### src/rtl/tmds_multi_enc.sv
// tmds_multi_enc: CH-channel TMDS encoder (video/control/guard band) behind a 2-stage ce pipeline.
// Defining TMDS_ENC_TERC4_EN makes mode 10 emit HDMI TERC4 symbols; otherwise mode 10 acts as control.
module tmds_multi_enc #(
  parameter int CH    = 3,
  parameter int CNT_W = 5
) (
  input  logic             clk,
  input  logic             rst_n,
  input  logic             ce,
  input  logic [1:0]       ch_mode,
  input  logic [8*CH-1:0]  ch_data,
  input  logic [2*CH-1:0]  ch_ctl,
  input  logic [4*CH-1:0]  ch_aux,
  output logic [10*CH-1:0] ch_out,
  output logic             ch_out_valid
);
  localparam logic [1:0] M_VID = 2'b01, M_TERC = 2'b10, M_GB = 2'b11;
  function automatic logic [8:0] qm_enc(input logic [7:0] d);
    logic [3:0] n1;
    logic xn;
    logic [8:0] q;
    n1 = 4'($countones(d));
    xn = n1 > 4'd4 || (n1 == 4'd4 && !d[0]);
    q[0] = d[0];
    for (int i = 1; i < 8; i++) q[i] = xn ? ~(q[i-1] ^ d[i]) : q[i-1] ^ d[i];
    q[8] = ~xn;
    return q;
  endfunction
  function automatic logic [9:0] ctl_code(input logic [1:0] c);
    return c == 2'b00 ? 10'b1101010100 : c == 2'b01 ? 10'b0010101011 :
           c == 2'b10 ? 10'b0101010100 : 10'b1010101011;
  endfunction
`ifdef TMDS_ENC_TERC4_EN
  localparam logic [9:0] TERC4 [16] = '{
    10'b1010011100, 10'b1001100011, 10'b1011100100, 10'b1011100010,
    10'b0101110001, 10'b0100011110, 10'b0110001110, 10'b0100111100,
    10'b1011001100, 10'b0100111001, 10'b0110011100, 10'b1011000110,
    10'b1010001110, 10'b1001110001, 10'b0101100011, 10'b1011000011};
`else
  logic unused_aux;
  assign unused_aux = ^ch_aux;
`endif
  logic [1:0] mode_q, v_q;
  logic       st1;
  // stage 1 only advances once stage 0 holds real input, so ch_out stays 0 while filling
  assign st1 = ce & v_q[0];
  assign ch_out_valid = v_q[1];
  always_ff @(posedge clk or negedge rst_n)
    if (!rst_n) begin
      mode_q <= '0;
      v_q    <= '0;
    end else if (ce) begin
      mode_q <= ch_mode;
      v_q    <= {v_q[0], 1'b1};
    end
  for (genvar k = 0; k < CH; k++) begin : g_ch
    logic [8:0] qm_q;
    logic [1:0] ctl_q;
    logic [9:0] out_q, out_d, vid_out, isl_sym;
    logic signed [CNT_W-1:0] cnt_q, cnt_d, vid_cnt, diff;
    logic [3:0] n1;
    logic qm8, cnt_neg, cnt_pos, d_neg, d_pos, bal, inv;
`ifdef TMDS_ENC_TERC4_EN
    logic [3:0] aux_q;
    always_ff @(posedge clk or negedge rst_n)
      if (!rst_n) aux_q <= '0;
      else if (ce) aux_q <= ch_aux[4*k +: 4];
    assign isl_sym = TERC4[aux_q];
`else
    assign isl_sym = ctl_code(ctl_q);
`endif
    always_comb begin
      qm8     = qm_q[8];
      n1      = 4'($countones(qm_q[7:0]));
      diff    = CNT_W'({n1, 1'b0}) - CNT_W'(8);
      cnt_neg = cnt_q[CNT_W-1];
      cnt_pos = !cnt_neg && cnt_q != '0;
      d_neg   = diff[CNT_W-1];
      d_pos   = !d_neg && diff != '0;
      bal     = cnt_q == '0 || diff == '0;
      inv     = (cnt_pos && d_pos) || (cnt_neg && d_neg);
      vid_out = bal ? {~qm8, qm8, qm8 ? qm_q[7:0] : ~qm_q[7:0]} :
                inv ? {1'b1, qm8, ~qm_q[7:0]} : {1'b0, qm8, qm_q[7:0]};
      vid_cnt = bal ? (qm8 ? cnt_q + diff : cnt_q - diff) :
                inv ? cnt_q + CNT_W'({qm8, 1'b0}) - diff :
                      cnt_q - CNT_W'({~qm8, 1'b0}) + diff;
      out_d   = mode_q == M_VID  ? vid_out :
                mode_q == M_GB   ? (k == 1 ? 10'b0100110011 : 10'b1011001100) :
                mode_q == M_TERC ? isl_sym : ctl_code(ctl_q);
      cnt_d   = mode_q == M_VID ? vid_cnt : '0;
    end
    always_ff @(posedge clk or negedge rst_n)
      if (!rst_n) begin
        qm_q  <= '0;
        ctl_q <= '0;
      end else if (ce) begin
        qm_q  <= qm_enc(ch_data[8*k +: 8]);
        ctl_q <= ch_ctl[2*k +: 2];
      end
    always_ff @(posedge clk or negedge rst_n)
      if (!rst_n) begin
        out_q <= '0;
        cnt_q <= '0;
      end else if (st1) begin
        out_q <= out_d;
        cnt_q <= cnt_d;
      end
    assign ch_out[10*k +: 10] = out_q;
  end
endmodule

### config.mk
export PLATFORM = sky130hd
export DESIGN_NAME = tmds_multi_enc
export DESIGN_NICKNAME = d
export VERILOG_FILES = /design/src/rtl/tmds_multi_enc.sv
export SDC_FILE = /design/constraint.sdc
export NUM_CORES = 1
export LEC_CHECK = 0
export ABC_AREA = 1
export CAP_MARGIN = 25
export CORE_MARGIN = 4
export CORE_UTILIZATION = 45
export DETAILED_ROUTE_END_ITERATION = 6
export PLACE_DENSITY = 0.67
export SETUP_SLACK_MARGIN = 0.1
export SLEW_MARGIN = 5
export SYNTH_ARGS = -nofsm -noshare
export SYNTH_HDL_FRONTEND = slang
export SYNTH_SLANG_ARGS = --single-unit
### constraint.sdc
create_clock -name clk -period 5.98 [get_ports clk]
set_input_delay 0.897 -clock clk [delete_from_list [all_inputs] [get_ports clk]]
set_output_delay 0.897 -clock clk [all_outputs]
set_load 0.05 [all_outputs]
==> qor.yml <==
status:
  status: "completed"
synthesis:
  synth_area_leaders: "dfrtp_1, ha_1, fa_1"
  syn_area_um2: 6972
  ys.flop_type: "dfrtp_1"
  async_flop_share_pct: 100.0
  yosys.area.top_type_share_pct: 28.36
  synth_top_family_by_area: "adder cells"
  synth_fa_ha_area_share_pct: 23.94
  synth_xor_area_share_pct: 5.869
  synth_edf_count: 0
  netlist-cell-type-count: 44
  synth_compound_area_share_pct: 11.72
  synth_seq_area_share_pct: 28.36
  synthMuxAreaShare_pct: 0
  ys_ff_latch: 79
  synth_top_cell_by_area: "dfrtp_1"
  syn_inst: 860
  avgSynthCellArea_um2: 8.107
  syn_nets: 1017
  yosysWarningCount: 0
  synth-simple-area-share_pct: 20.80
timing:
  relSlewSlack_pct: 40.48
  hold_viol_final: 0
  drv_slew: 0
  worst_slew_pin_slew_ns: 0.8906
  worst_slack_ns: 1.239
  setup_viol: 0
  fin_skew_ns: 0.008843
  setup_tns_ns: 0
  timing.final.crit_share_pct: 79.29
  fmax_mhz: 210.9
  period_minus_slack_ns: 4.741
  rsz0062_at_grt: "false"
drt:
  wl_um: 14960
  routed_via_density: 4.992
  wl_per_cell_um: 13.42
  dr.pass1.iters: 4
  drc: 0
  vias: 5566
  drt_iter0_drc: 329
  ant_nets: 0
die:
  dieArea_um2: 17550
  io_pins: 78
  die_w_um: 132.5
  start_util_pct: 45.86
  core_area_um2: 15200
  die_h_um: 132.5
  rows: 45
clock_tree:
  cts_tree: "yes"
  clockBufferDepth: 2
  holdBufCountCts: 0
  cts.clk_slew.worst_paths_ns: 0.06
  cts_buffers: 9
  postCtsSetupRepairBufs: 0
  clock_latency_ns: 0.34
  h-tree-depth: 3
  cts.sinks: 79
  cts-root-buf: "clkbuf_16"
  cts_resized: 0
grt:
  antenna_found_initial: 0
  grt_max_degree: 80
  grt.overflow.total: 0
  grt_pass1_vias: 5373
  grt_pass1_wl_um: 25990
  grt_usage_pct: 17.82
cells_and_area:
  layout.cells.most_common_list: "nand2_1, inv_1, dfrtp_1"
  antenna-diode-count: 0
  drive_gt1_share_pct: 8.091
  finalNetCount: 1080
  final_common_cell: "nand2_1"
  syn_to_final_growth_pct: 16.08
  fin_cells: 1115
setup_path:
  startpoint: "g_ch[2].qm_q[0]"
  timing.rr.start: "g_ch[2].qm_q[0]"
  rrSetupSlack_ns: 1.24
  endpoint_kind: "register"
  critPathCapture: "g_ch[2].out_q[1]"
  path_max_fanout: 12
  r2r_end: "g_ch[2].out_q[1]"
  crit_type: "register to register"
  r2r_cells: 17
  startpoint_type: "register"
  required_ns: 6.18
  crit_arrival_ns: 4.94
hold_path:
  hold_class: "input pin to asynchronous set/reset pin"
place:
  place_hpwl_um: 11740
  dp_cells: 1099
  place_ws_ns: 1.041
  place.gp.congestion: 0.8405
  port_buffers: 65
flow_run:
  max-cap-violations: 0
-- per-stage QoR --
step | hold slack [ns] | cell area [µm²] | util, %
after global routing | 0.4229 | 8093 | 53.23
after floorplan | 0.4394 | 6972 | -
after CTS | 0.4769 | 8065 | 53.05
after global placement | 0.4510 | 7801 | 51.32
final | 0.4148 | 8093 | 53.23
after detailed placement | 0.4542 | 7801 | 51.32
-- Yosys cell counts, types with 2 or more instances --
master    instances
nand2_1         171
inv_1           136
dfrtp_1          79
ha_1             71
nand3_1          60
o21ai_0          60
nor2_1           58
fa_1             39
a21oi_1          32
xnor2_1          20
xor2_1           18
inv_2            14
nand2_2          11
clkbuf_1         10
o211ai_1          9
o21ai_4           6
nand3_2           5
o22ai_1           5
a211oi_1          4
buf_2             4
nand2_4           4
nor3_1            4
o221ai_1          4
o311ai_1          4
or2_2             4
nor2_2            3
or2_0             3
a31oi_1           2
buf_1             2
nand4_1           2
o31ai_1           2
xor2_2            2
-- worst min-delay path by stage --
stage	to	slack, ns	cells after the start
2_1_floorplan	v_q[0]	0.44	1
3_3_place_gp	v_q[0]	0.45	1
3_5_place_dp	v_q[0]	0.45	1
4_1_cts	v_q[0]	0.48	1
5_1_grt	g_ch[1].cnt_q[3]	0.42	1
6_report	g_ch[1].cnt_q[3]	0.41	1
-- flip-flops by register name (all words and copies together), names as in the netlist --
register	flops
g_ch.ctl_q	6
g_ch.cnt_q	12
v_q	2
g_ch.qm_q	27
g_ch.out_q	30
mode_q	2
-- critical path, cell delays in order (launching register included) --
cell and delay [ns]:
dfrtp_1 0.41, fa_1 0.54, inv_1 0.05, fa_1 0.46, fa_1 0.50, inv_1 0.05
ha_1 0.20, fa_1 0.39, xor2_1 0.44, ha_1 0.37, ha_1 0.20, inv_1 0.09
nand2_4 0.10, o21ai_4 0.23, inv_2 0.15, or2_2 0.30, nand3_1 0.07, a21oi_1 0.06
-- cell type report --
cell class / instances / area [µm²]
inverter: 152 / 573.1
fill: 1455 / 7109
timing repair buffer: 69 / 698.2
tap: 188 / 235.2
sequential: 79 / 1977
clock buffer: 10 / 239.0
clock inverter: 5 / 25.02
multi-input combinational: 612 / 4345
-- logic make-up after synthesis --
kind of cell	count (synthesis)
AND/OR/NAND/NOR	328
buffers and inverters	169
AO/OA/AOI/OAI	132
adder cells (fa/ha/maj)	110
flip-flops	79
XOR/XNOR	42
-- metal layers --
layer | up-vias | global-route usage [%] | routed length, µm
met1 | 2597 | 26.61 | 7625
met3 | 16 | 1.369 | 308
met4 | 0 | 5.889 | 246
met5 | - | 0 | 0
met2 | 81 | 27.54 | 6783
li1 | 2872 | - | -
Power is left out: the tool's default activity adds up to more than one toggle a clock period on the data nets, which glitch-free logic cannot reach.
